File: src/rtl/ifu_pkg.sv
// Shared widths, reset/NOP defaults and the fetch buffer entry layout for the
// instruction fetch unit.
package ifu_pkg;

   localparam int unsigned PORT_ADDR_WIDTH = 32;
   localparam int unsigned PORT_DATA_WIDTH = 32;
   localparam logic [PORT_ADDR_WIDTH-1:0] RESET_PC_ADDR = 32'h0000_0000;
   localparam logic [PORT_DATA_WIDTH-1:0] INST_NOP      = 32'h0000_0013;

   typedef struct packed {
      logic [PORT_ADDR_WIDTH-1:0] pc;
      logic [PORT_DATA_WIDTH-1:0] inst;
   } fetch_entry_t;

   localparam int unsigned ENTRY_WIDTH = $bits(fetch_entry_t);

   // Next sequential PC; 32'hFFFF_FFFC + 4 wraps to 0 through natural overflow.
   function automatic logic [PORT_ADDR_WIDTH-1:0] pc_incr(
      input logic [PORT_ADDR_WIDTH-1:0] pc
   );
      return pc + 32'd4;
   endfunction

   function automatic logic [PORT_ADDR_WIDTH-1:0] word_align(
      input logic [PORT_ADDR_WIDTH-1:0] addr
   );
      return addr & ~32'h0000_0003;
   endfunction

endpackage

File: src/rtl/ifu_fifo.sv
// Two-entry fetch buffer between the PC/ROM stage and decode; flush discards
// all entries and outranks push/pop.
module ifu_fifo #(
   parameter int unsigned WIDTH = 64
) (
   input  logic             clk,
   input  logic             rst_n,
   input  logic             push_i,
   input  logic             pop_i,
   input  logic             flush_i,
   input  logic [WIDTH-1:0] data_i,
   output logic             full_o,
   output logic             empty_o,
   output logic [WIDTH-1:0] head_o
);

   logic [WIDTH-1:0] mem_q [2];
   logic [WIDTH-1:0] mem_d [2];
   logic             wr_ptr_q, wr_ptr_d;
   logic             rd_ptr_q, rd_ptr_d;
   logic [1:0]       count_q, count_d;
   logic             push_ok, pop_ok;

   assign full_o  = (count_q == 2'd2);
   assign empty_o = (count_q == 2'd0);
   assign head_o  = mem_q[rd_ptr_q];

   // A push into a full buffer is only accepted when the head leaves the same cycle.
   assign push_ok = push_i && (!full_o || pop_i);
   assign pop_ok  = pop_i && !empty_o;

   always_comb begin
      mem_d    = mem_q;
      wr_ptr_d = wr_ptr_q;
      rd_ptr_d = rd_ptr_q;
      count_d  = count_q;
      if (flush_i) begin
         wr_ptr_d = 1'b0;
         rd_ptr_d = 1'b0;
         count_d  = 2'd0;
      end else begin
         if (push_ok) begin
            mem_d[wr_ptr_q] = data_i;
            wr_ptr_d        = ~wr_ptr_q;
         end
         if (pop_ok) begin
            rd_ptr_d = ~rd_ptr_q;
         end
         count_d = count_q + {1'b0, push_ok} - {1'b0, pop_ok};
      end
   end

   always_ff @(posedge clk) begin
      if (!rst_n) begin
         mem_q    <= '{default: '0};
         wr_ptr_q <= 1'b0;
         rd_ptr_q <= 1'b0;
         count_q  <= 2'd0;
      end else begin
         mem_q    <= mem_d;
         wr_ptr_q <= wr_ptr_d;
         rd_ptr_q <= rd_ptr_d;
         count_q  <= count_d;
      end
   end

endmodule

File: src/rtl/ifu.sv
// Instruction fetch unit: PC register, ROM address drive, and a buffered
// valid/ready hand-off of {pc, inst} to decode with redirect flush.
module ifu
   import ifu_pkg::*;
#(
   parameter logic [PORT_ADDR_WIDTH-1:0] RESET_PC = RESET_PC_ADDR,
   parameter logic [PORT_DATA_WIDTH-1:0] NOP_INST = INST_NOP
) (
   input  logic                       clk,
   input  logic                       rst_n,
   output logic [PORT_ADDR_WIDTH-1:0] ifu_pc_o,
   input  logic [PORT_DATA_WIDTH-1:0] ifu_rom_inst_i,
   input  logic                       ifu_hold_i,
   input  logic                       ifu_jump_en_i,
   input  logic [PORT_ADDR_WIDTH-1:0] ifu_jump_addr_i,
   output logic                       ifu_valid_o,
   input  logic                       ifu_ready_i,
   output logic [PORT_DATA_WIDTH-1:0] ifu_inst_o,
   output logic [PORT_ADDR_WIDTH-1:0] ifu_inst_pc_o
);

   logic [PORT_ADDR_WIDTH-1:0] pc_q, pc_d;
   logic                       enq, pop;
   logic                       fifo_full, fifo_empty;
   fetch_entry_t               tail_entry, head_entry;
   logic [ENTRY_WIDTH-1:0]     head_bits;

   assign ifu_pc_o    = pc_q;
   assign ifu_valid_o = !fifo_empty;

   // Redirect outranks both sides of the buffer; a pop frees a slot for a same-cycle enqueue.
   assign pop = ifu_valid_o && ifu_ready_i && !ifu_jump_en_i;
   assign enq = !ifu_jump_en_i && !ifu_hold_i && (!fifo_full || pop);

   always_comb begin
      tail_entry      = '0;
      tail_entry.pc   = pc_q;
      tail_entry.inst = ifu_rom_inst_i;
   end

   always_comb begin
      pc_d = pc_q;
      if (ifu_jump_en_i) begin
         pc_d = word_align(ifu_jump_addr_i);
      end else if (enq) begin
         pc_d = pc_incr(pc_q);
      end
   end

   always_ff @(posedge clk) begin
      if (!rst_n) begin
         pc_q <= RESET_PC;
      end else begin
         pc_q <= pc_d;
      end
   end

   ifu_fifo #(
      .WIDTH(ENTRY_WIDTH)
   ) u_fifo (
      .clk    (clk),
      .rst_n  (rst_n),
      .push_i (enq),
      .pop_i  (pop),
      .flush_i(ifu_jump_en_i),
      .data_i (tail_entry),
      .full_o (fifo_full),
      .empty_o(fifo_empty),
      .head_o (head_bits)
   );

   assign head_entry = fetch_entry_t'(head_bits);

   always_comb begin
      ifu_inst_o    = NOP_INST;
      ifu_inst_pc_o = '0;
      if (ifu_valid_o) begin
         ifu_inst_o    = head_entry.inst;
         ifu_inst_pc_o = head_entry.pc;
      end
   end

endmodule

File: config.mk
export PLATFORM = sky130hd
export DESIGN_NAME = ifu
export DESIGN_NICKNAME = d
export VERILOG_FILES = /design/src/rtl/ifu_pkg.sv /design/src/rtl/ifu_fifo.sv /design/src/rtl/ifu.sv
export SDC_FILE = /design/constraint.sdc
export NUM_CORES = 1
export LEC_CHECK = 0
export BUFFER_PORTS_ARGS = -buffer_cell sky130_fd_sc_hd__buf_2
export CORE_MARGIN = 2
export CORE_UTILIZATION = 49
export CTS_CLUSTER_DIAMETER = 80
export DETAILED_ROUTE_END_ITERATION = 12
export PLACE_DENSITY_LB_ADDON = 0.25
export SLEW_MARGIN = 20
export SYNTH_ARGS = -nofsm -noshare
export SYNTH_HDL_FRONTEND = slang
export SYNTH_SLANG_ARGS = --single-unit
File: constraint.sdc
create_clock -name clk -period 1.8 [get_ports clk]
set_input_delay 0.09 -clock clk [delete_from_list [all_inputs] [get_ports clk]]
set_output_delay 0.09 -clock clk [all_outputs]
set_load 0.01 [all_outputs]
==> results.yml, run 1 <==
outcome:
  result_of_the_run: "completed"
grt:
  number_of_antenna_violations_at_the_first_check_in_global_routing: 1
  overall_global_routing_resource_usage_pct: 25.0
  grt_pass1_vias: 6727
  first_pass_grt_wire_length_mm: 32.5
  global_route.overflow_total: 0
  grt_max_degree: 60
clock_network:
  count_of_h_tree_levels_built_during_cts: 4
  cts_made_buffers: 17
  cts_root_buffer: "clkbuf_16"
  clock-sinks: 158
  tritoncts_clock_tree: "built"
  clkSlewWorstSetupHoldPaths_ns: 0.06
  worstSkewPairLatency_ns: 0.42
  cts-root-to-sink-buffers: 2
timing:
  total_count_of_hold_check_failures_in_the_final_report: 0
  fin_crit_ns: 1.69
  min_period_over_period_pct: 93.9
  slew_headroom_pct: 66.7
  worst_slew_pin_slew_ns: 0.499
  setup-violations-final: 0
  final_critical_path_setup_slack_ns: 0.110
  fin_tns_setup_ns: 0
  final-max-slew-violation-count: 0
  fmax_ghz: 0.592
  hold-worst-slack_ns: 0.0202
  fin_worst_skew_ns: 0.00744
critical_path:
  critical_path.slowest_cell: "or4_1"
  crit_path_start: "u_fifo.count_q[1]"
  cp.buffers_inverters: 2
  path_delay_family: "simple AND/OR/NAND/NOR gates"
  maximum_single_stage_delay_on_the_critical_path_ns: 0.41
  critical_path_arrival_ns: 2.05
  timing.critical_path.to_type: "register"
  start_kind: "register"
  cp_cell_sequence: "nor3b_2 > buf_4 > nor2_1 > buf_4 > nand4_1 > or4_1 > nand3_1"
  worst-setup-path-type: "register to register"
  crit-reg2reg-launch: "u_fifo.count_q[1]"
  cp.required_ns: 2.16
  crit_path_frequent_cell: "buf_4"
  critical_path_peak_fanout: 8
final_layout:
  layout.cells.most_common_list: "272 x nand2_1, 158 x buf_2, 156 x dfxtp_1"
  postLayoutCoreUtil_pct: 67.8
  area_growth_syn_to_layout_pct: 34.2
  antennaDiodeCount: 0
  layout_commonest_cell: "nand2_1"
  count_of_nets_after_finishing: 1212
  post_route_cells_drive_above_1_share_pct: 23.1
  fill_count: 1242
drt:
  antenna_violating_nets_post_route: 0
  detail_route.drc_violations: 0
  sum_of_routed_wire_length_over_all_layers_mm: 20.3
  vias_per_cell: 5.21
  wire_per_inst_um: 15.1
  dr.pass1.iters: 5
  detailedRoute.firstIterationViolations: 429
  total_via_count_after_detailed_routing: 6971
placed_design:
  place_ws_ns: 0.102
  portBuffers: 159
  detailedPlacementHpwl_mm: 12.8
  gp_congestion: 0.844
floorplan:
  io_pins: 166
  floorplan_die_area_mm2: 0.0161
  floorplan.initialDensity_pct: 50.5
  core_area_mm2: 0.0146
  die_w_um: 127
  placement_rows: 44
  die_h_um: 127
pwr:
  clock_power_share_pct: 43.4
  p_leak_uw: 0.00385
  p_per_area_mw_per_mm2: 827
  switching_share_pct: 23.5
  max-vdd-ir-drop_mv: 0.545
  pwr-share-comb_pct: 11.7
  p_switching_uw: 1930
  power.sequential.fraction_pct: 44.9
  p_int_uw: 6290
  total_power_uw: 8210
yosys:
  yosys-mux-area-fraction_pct: 8.80
  synth-adder-area-share_pct: 0.338
  synth_simple_gate_area_share_pct: 23.4
  yosysUniqueCellTypes: 43
  synth-main-ff-cell: "dfxtp_1"
  synth_edf_count: 0
  synth_sequential_area_ratio_pct: 42.8
  syn_area_per_cell_um2: 8.08
  synth_async_reset_ratio_pct: 0
  synth_xor_xnor_area_share_pct: 3.43
  postSynthRegisterBits: 158
  synth_compound_area_share_pct: 16.6
  synth_top_family_by_area: "simple AND/OR/NAND/NOR gates"
  ys.warnings.count: 0
  syn_area_mm2: 0.00740
  synthCells: 915
hold_path:
  worst_hold_startpoint: "ifu_jump_addr_i[3]"
  hold_class: "input port to register"
flow_run:
  cap_violations: 0
## cell type report
type | count | area, um^2 | area share [%]
Multi-Input combinational cell | 681 | 3930 | 39.6
Sequential cell | 158 | 3170 | 31.9
Timing Repair Buffer | 277 | 1980 | 20.0
Clock buffer | 26 | 509 | 5.13
Tap cell | 184 | 230 | 2.32
Clock inverter | 6 | 80.1 | 0.807
Inverter | 6 | 22.5 | 0.227
## cells in the mapped netlist (2+ instances only)
| cell | number | area share [%] |
|---|---|---|
| nor2_1 | 68 | 3.5 |
| buf_2 | 18 | 1.2 |
| xor2_1 | 16 | 1.9 |
| ha_1 | 2 | 0.34 |
| buf_4 | 4 | 0.41 |
| clkbuf_1 | 48 | 2.4 |
| nand4_1 | 14 | 1.2 |
| o21ai_0 | 26 | 1.8 |
| nor4_2 | 3 | 0.51 |
| inv_1 | 6 | 0.30 |
| a21boi_0 | 61 | 6.2 |
| o211a_1 | 3 | 0.41 |
| dfxtp_1 | 158 | 43 |
| nor3_2 | 6 | 0.81 |
| and2_1 | 5 | 0.42 |
| a21oi_1 | 20 | 1.4 |
| and3_1 | 4 | 0.34 |
| or3_1 | 2 | 0.17 |
| a21boi_1 | 63 | 6.4 |
| mux2i_1 | 65 | 8.8 |
| xnor2_1 | 13 | 1.5 |
| nor3_1 | 3 | 0.20 |
| and4_1 | 4 | 0.47 |
| nand2_1 | 273 | 14 |
| nand3_1 | 9 | 0.61 |
| buf_1 | 2 | 0.10 |
| nand2b_1 | 3 | 0.25 |
## timing repair
| action | 4_1_cts | 5_1_grt |
|---|---|---|
| cloned | 0 | 1 |
| setup buffers | 0 | 2 |
| resized for setup | 1 | 5 |
| setup endpoints to repair | 59 | 48 |
| hold endpoints to repair | 90 | 0 |
| pin swaps | 0 | 1 |
| hold buffers | 58 | 0 |
## power by group through the flow
stage                     combinational [uW]  sequential [uW]  clock [uW]
after floorplan                          427             3800           0
after global placement                   828             3760           0
after detailed placement                 835             3760           0
after CTS                                937             3690        3620
after global routing                    1050             3700        3790
final                                    960             3690        3560
## layer usage
layer | track usage (%) | vias to the layer above | share of wire, %
met2 | 41.8 | 191 | 48
met5 | 0 | - | 0.064
li1 | - | 3483 | -
met4 | 9.11 | 2 | 2.1
met3 | 5.27 | 36 | 4.7
met1 | 31.9 | 3259 | 45
## kinds of logic (layout without fill, tap and decap cells)
group           count (synthesis)  count (layout)
buf+inv                        79             315
flops                         158             158
other cells                     1               4
mux                            65              65
xor+xnor                       29              29
simple gates                  403             403
compound gates                178             178
fa+ha+maj                       2               2
## stage by stage
stage / instance area [um^2] / instances
after floorplan: 7410 / 918
after CTS: 9860 / 1335
after global placement: 8680 / 1245
final: 9930 / 1338
after global routing: 9930 / 1338
after detailed placement: 8680 / 1245
## worst reg2reg max path: stages (launching register included)
cell and delay (ns):
dfxtp_1 0.34, nor3b_2 0.19, buf_4 0.15, nor2_1 0.14
buf_4 0.19, nand4_1 0.12, or4_1 0.41, nand3_1 0.09
## sequential cells by signal (all words and copies together), names as in the netlist
register / flops
u_fifo.wr_ptr_q: 1
u_fifo.count_q: 2
u_fifo.mem_q: 124
u_fifo.rd_ptr_q: 1
ifu_pc_o: 30
## worst paths after layout
| kind | to | slack (ns) | depth (start not counted) |
|---|---|---|---|
| max | ifu_pc_o[30] | 0.11 | 7 |
| min | ifu_pc_o[3] | 0.02 | 4 |
| max reg2reg | ifu_pc_o[30] | 0.11 | 7 |
| min reg2reg | u_fifo.mem_q[113] | 0.45 | 2 |
(Power assumes the default switching activity.)
==> run 2, diff against run 1 <==
--- a/config.mk
+++ b/config.mk
@@ -11,7 +11,7 @@
 export CTS_CLUSTER_DIAMETER = 80
 export DETAILED_ROUTE_END_ITERATION = 12
 export PLACE_DENSITY_LB_ADDON = 0.25
-export SLEW_MARGIN = 20
+export REMOVE_ABC_BUFFERS = 1
 export SYNTH_ARGS = -nofsm -noshare
 export SYNTH_HDL_FRONTEND = slang
 export SYNTH_SLANG_ARGS = --single-unit
==> results.yml, run 2 (synthesis results as in run 1) <==
pwr:
  p_leak_uw: 0.00394
  switching_share_pct: 23.0
  max-vdd-ir-drop_mv: 0.619
  p_int_uw: 6560
  p_per_area_mw_per_mm2: 845
  clock_power_share_pct: 45.3
  power.sequential.fraction_pct: 43.3
  pwr-share-comb_pct: 11.3
  p_switching_uw: 1960
floorplan:
  die_w_um: 127
  core_area_mm2: 0.0146
  io_pins: 166
  floorplan.initialDensity_pct: 50.5
  placement_rows: 44
  floorplan_die_area_mm2: 0.0161
  die_h_um: 127
final_layout:
  largest_register_ffs: 124
  postLayoutCoreUtil_pct: 68.9
  count_of_nets_after_finishing: 1221
  antennaDiodeCount: 0
  final-instance-count-excl-fill: 1345
  post_route_cells_drive_above_1_share_pct: 23.9
  layout.cells.most_common_list: "271 x nand2_1, 158 x buf_2, 156 x dfxtp_1"
  layout_commonest_cell: "nand2_1"
  area_growth_syn_to_layout_pct: 36.5
  top_register: "u_fifo.mem_q"
drt:
  total_via_count_after_detailed_routing: 6965
  sum_of_routed_wire_length_over_all_layers_mm: 20.9
  dr.pass1.iters: 4
  wire_per_inst_um: 15.5
  vias_per_cell: 5.18
  detail_route.drc_violations: 0
  detailedRoute.firstIterationViolations: 444
  antenna_violating_nets_post_route: 0
grt:
  number_of_antenna_violations_at_the_first_check_in_global_routing: 0
  overall_global_routing_resource_usage_pct: 25.4
  global_route.overflow_total: 0
  first_pass_grt_wire_length_mm: 33.0
  grt_pass1_vias: 6734
  grt_max_degree: 62
clock_network:
  clock-sinks: 158
  cts_made_buffers: 17
  worstSkewPairLatency_ns: 0.43
  clkSlewWorstSetupHoldPaths_ns: 0.06
  cts-root-to-sink-buffers: 2
  tritoncts_clock_tree: "built"
  count_of_h_tree_levels_built_during_cts: 4
  cts_root_buffer: "clkbuf_16"
critical_path:
  maximum_single_stage_delay_on_the_critical_path_ns: 0.46
  critical_path.slowest_cell: "dfxtp_4"
  timing.critical_path.to_type: "output pin"
  cp.required_ns: 1.71
  r2r-end: "u_fifo.mem_q[112]"
  worst-r2r-cell-count: 7
  critical_path_peak_fanout: 26
  timing.reg2reg.setup_slack_ns: 0.11
  cp.buffers_inverters: 2
  crit-reg2reg-launch: "u_fifo.count_q[1]"
  cp_num_cells: 4
  cp_cell_sequence: "buf_12 > mux2i_1 > nor2_1 > buf_2"
  path_delay_family: "flip-flops"
  critical_path_arrival_ns: 1.61
  start_kind: "register"
  worst-setup-path-type: "register to output pin"
timing:
  fin_crit_ns: 1.70
  setup-violations-final: 0
  final-max-slew-violation-count: 0
  rsz0062_at_grt: "no"
  fin_worst_skew_ns: 0.0100
  fmax_ghz: 0.587
  min_period_over_period_pct: 94.7
  total_count_of_hold_check_failures_in_the_final_report: 0
  fin_tns_setup_ns: 0
placed_design:
  gp_congestion: 0.791
  portBuffers: 159
  placedCellCount: 1243
  detailedPlacementHpwl_mm: 12.5
outcome:
  result_of_the_run: "completed"
hold_path:
  holdPathStages: 3
  timing.hold.worst_endpoint: "ifu_pc_o[20]"
  hold_class: "input port to register"
  worst_hold_startpoint: "ifu_jump_addr_i[20]"
flow_run:
  cap_violations: 0
## run 2: power by group through the flow
stage / clock [uW] / combinational [uW] / sequential, uW
floorplan: 0 / 348 / 3810
detailed placement: 0 / 825 / 3770
global placement: 0 / 816 / 3760
CTS: 3920 / 934 / 3690
global route: 4080 / 1060 / 3710
finish: 3870 / 967 / 3690
## run 2: metal layers
| metal | vias to the layer above | routed length [um] | track usage (%) |
|---|---|---|---|
| met5 | - | 0 | 0 |
| met1 | 3255 | 9490 | 31.9 |
| met2 | 193 | 10100 | 44.6 |
| met3 | 20 | 1040 | 4.68 |
| met4 | 0 | 243 | 7.56 |
| li1 | 3497 | - | - |
## run 2: worst max path at each step
stage                       from                 to  slack [ns]
3_5_place_dp   u_fifo.count_q[0]   u_fifo.mem_q[14]        0.08
6_report         u_fifo.rd_ptr_q  ifu_inst_pc_o[14]         0.1
5_1_grt        u_fifo.count_q[1]  u_fifo.count_q[1]        0.01
4_1_cts          u_fifo.rd_ptr_q  ifu_inst_pc_o[20]        0.02
2_1_floorplan  u_fifo.count_q[0]  u_fifo.count_q[1]       -1.99
3_3_place_gp   u_fifo.count_q[0]        ifu_pc_o[5]        0.13
## run 2: final cells by class
type	instances	area, um^2
Fill cell	1233	4550
Multi-Input combinational cell	681	3950
Sequential cell	158	3170
Timing Repair Buffer	286	2090
Clock buffer	24	502
Tap cell	184	230
Clock inverter	6	130
Inverter	6	22.5
## run 2: worst reg2reg max path, stage by stage (launching register included)
cell and delay [ns]:
dfxtp_1 0.31, nor3b_4 0.17, or2_1 0.32, nor3_4 0.28
buf_12 0.15, buf_4 0.18, nand2_1 0.07, a21boi_1 0.13
## run 2: through the flow
stage               hold WS (ns)  power [uW]  instance area (um^2)  setup WS (ns)
floorplan                  0.199        4160                  7090          -1.99
global placement           0.302        4580                  8650          0.131
detailed placement         0.305        4590                  8650         0.0792
CTS                       0.0132        8550                  9910         0.0151
global route              0.0395        8840                 10100        0.00976
finish                    0.0297        8530                 10100         0.0950
## run 2: what timing repair did
item | 4_1_cts | 5_1_grt
gates cloned | 0 | 3
resized for setup | 3 | 10
endpoints found under the setup margin | 59 | 158
pin swaps | 0 | 4
setup buffers | 0 | 8
hold buffers | 61 | 0
endpoints found under the hold margin | 97 | 0
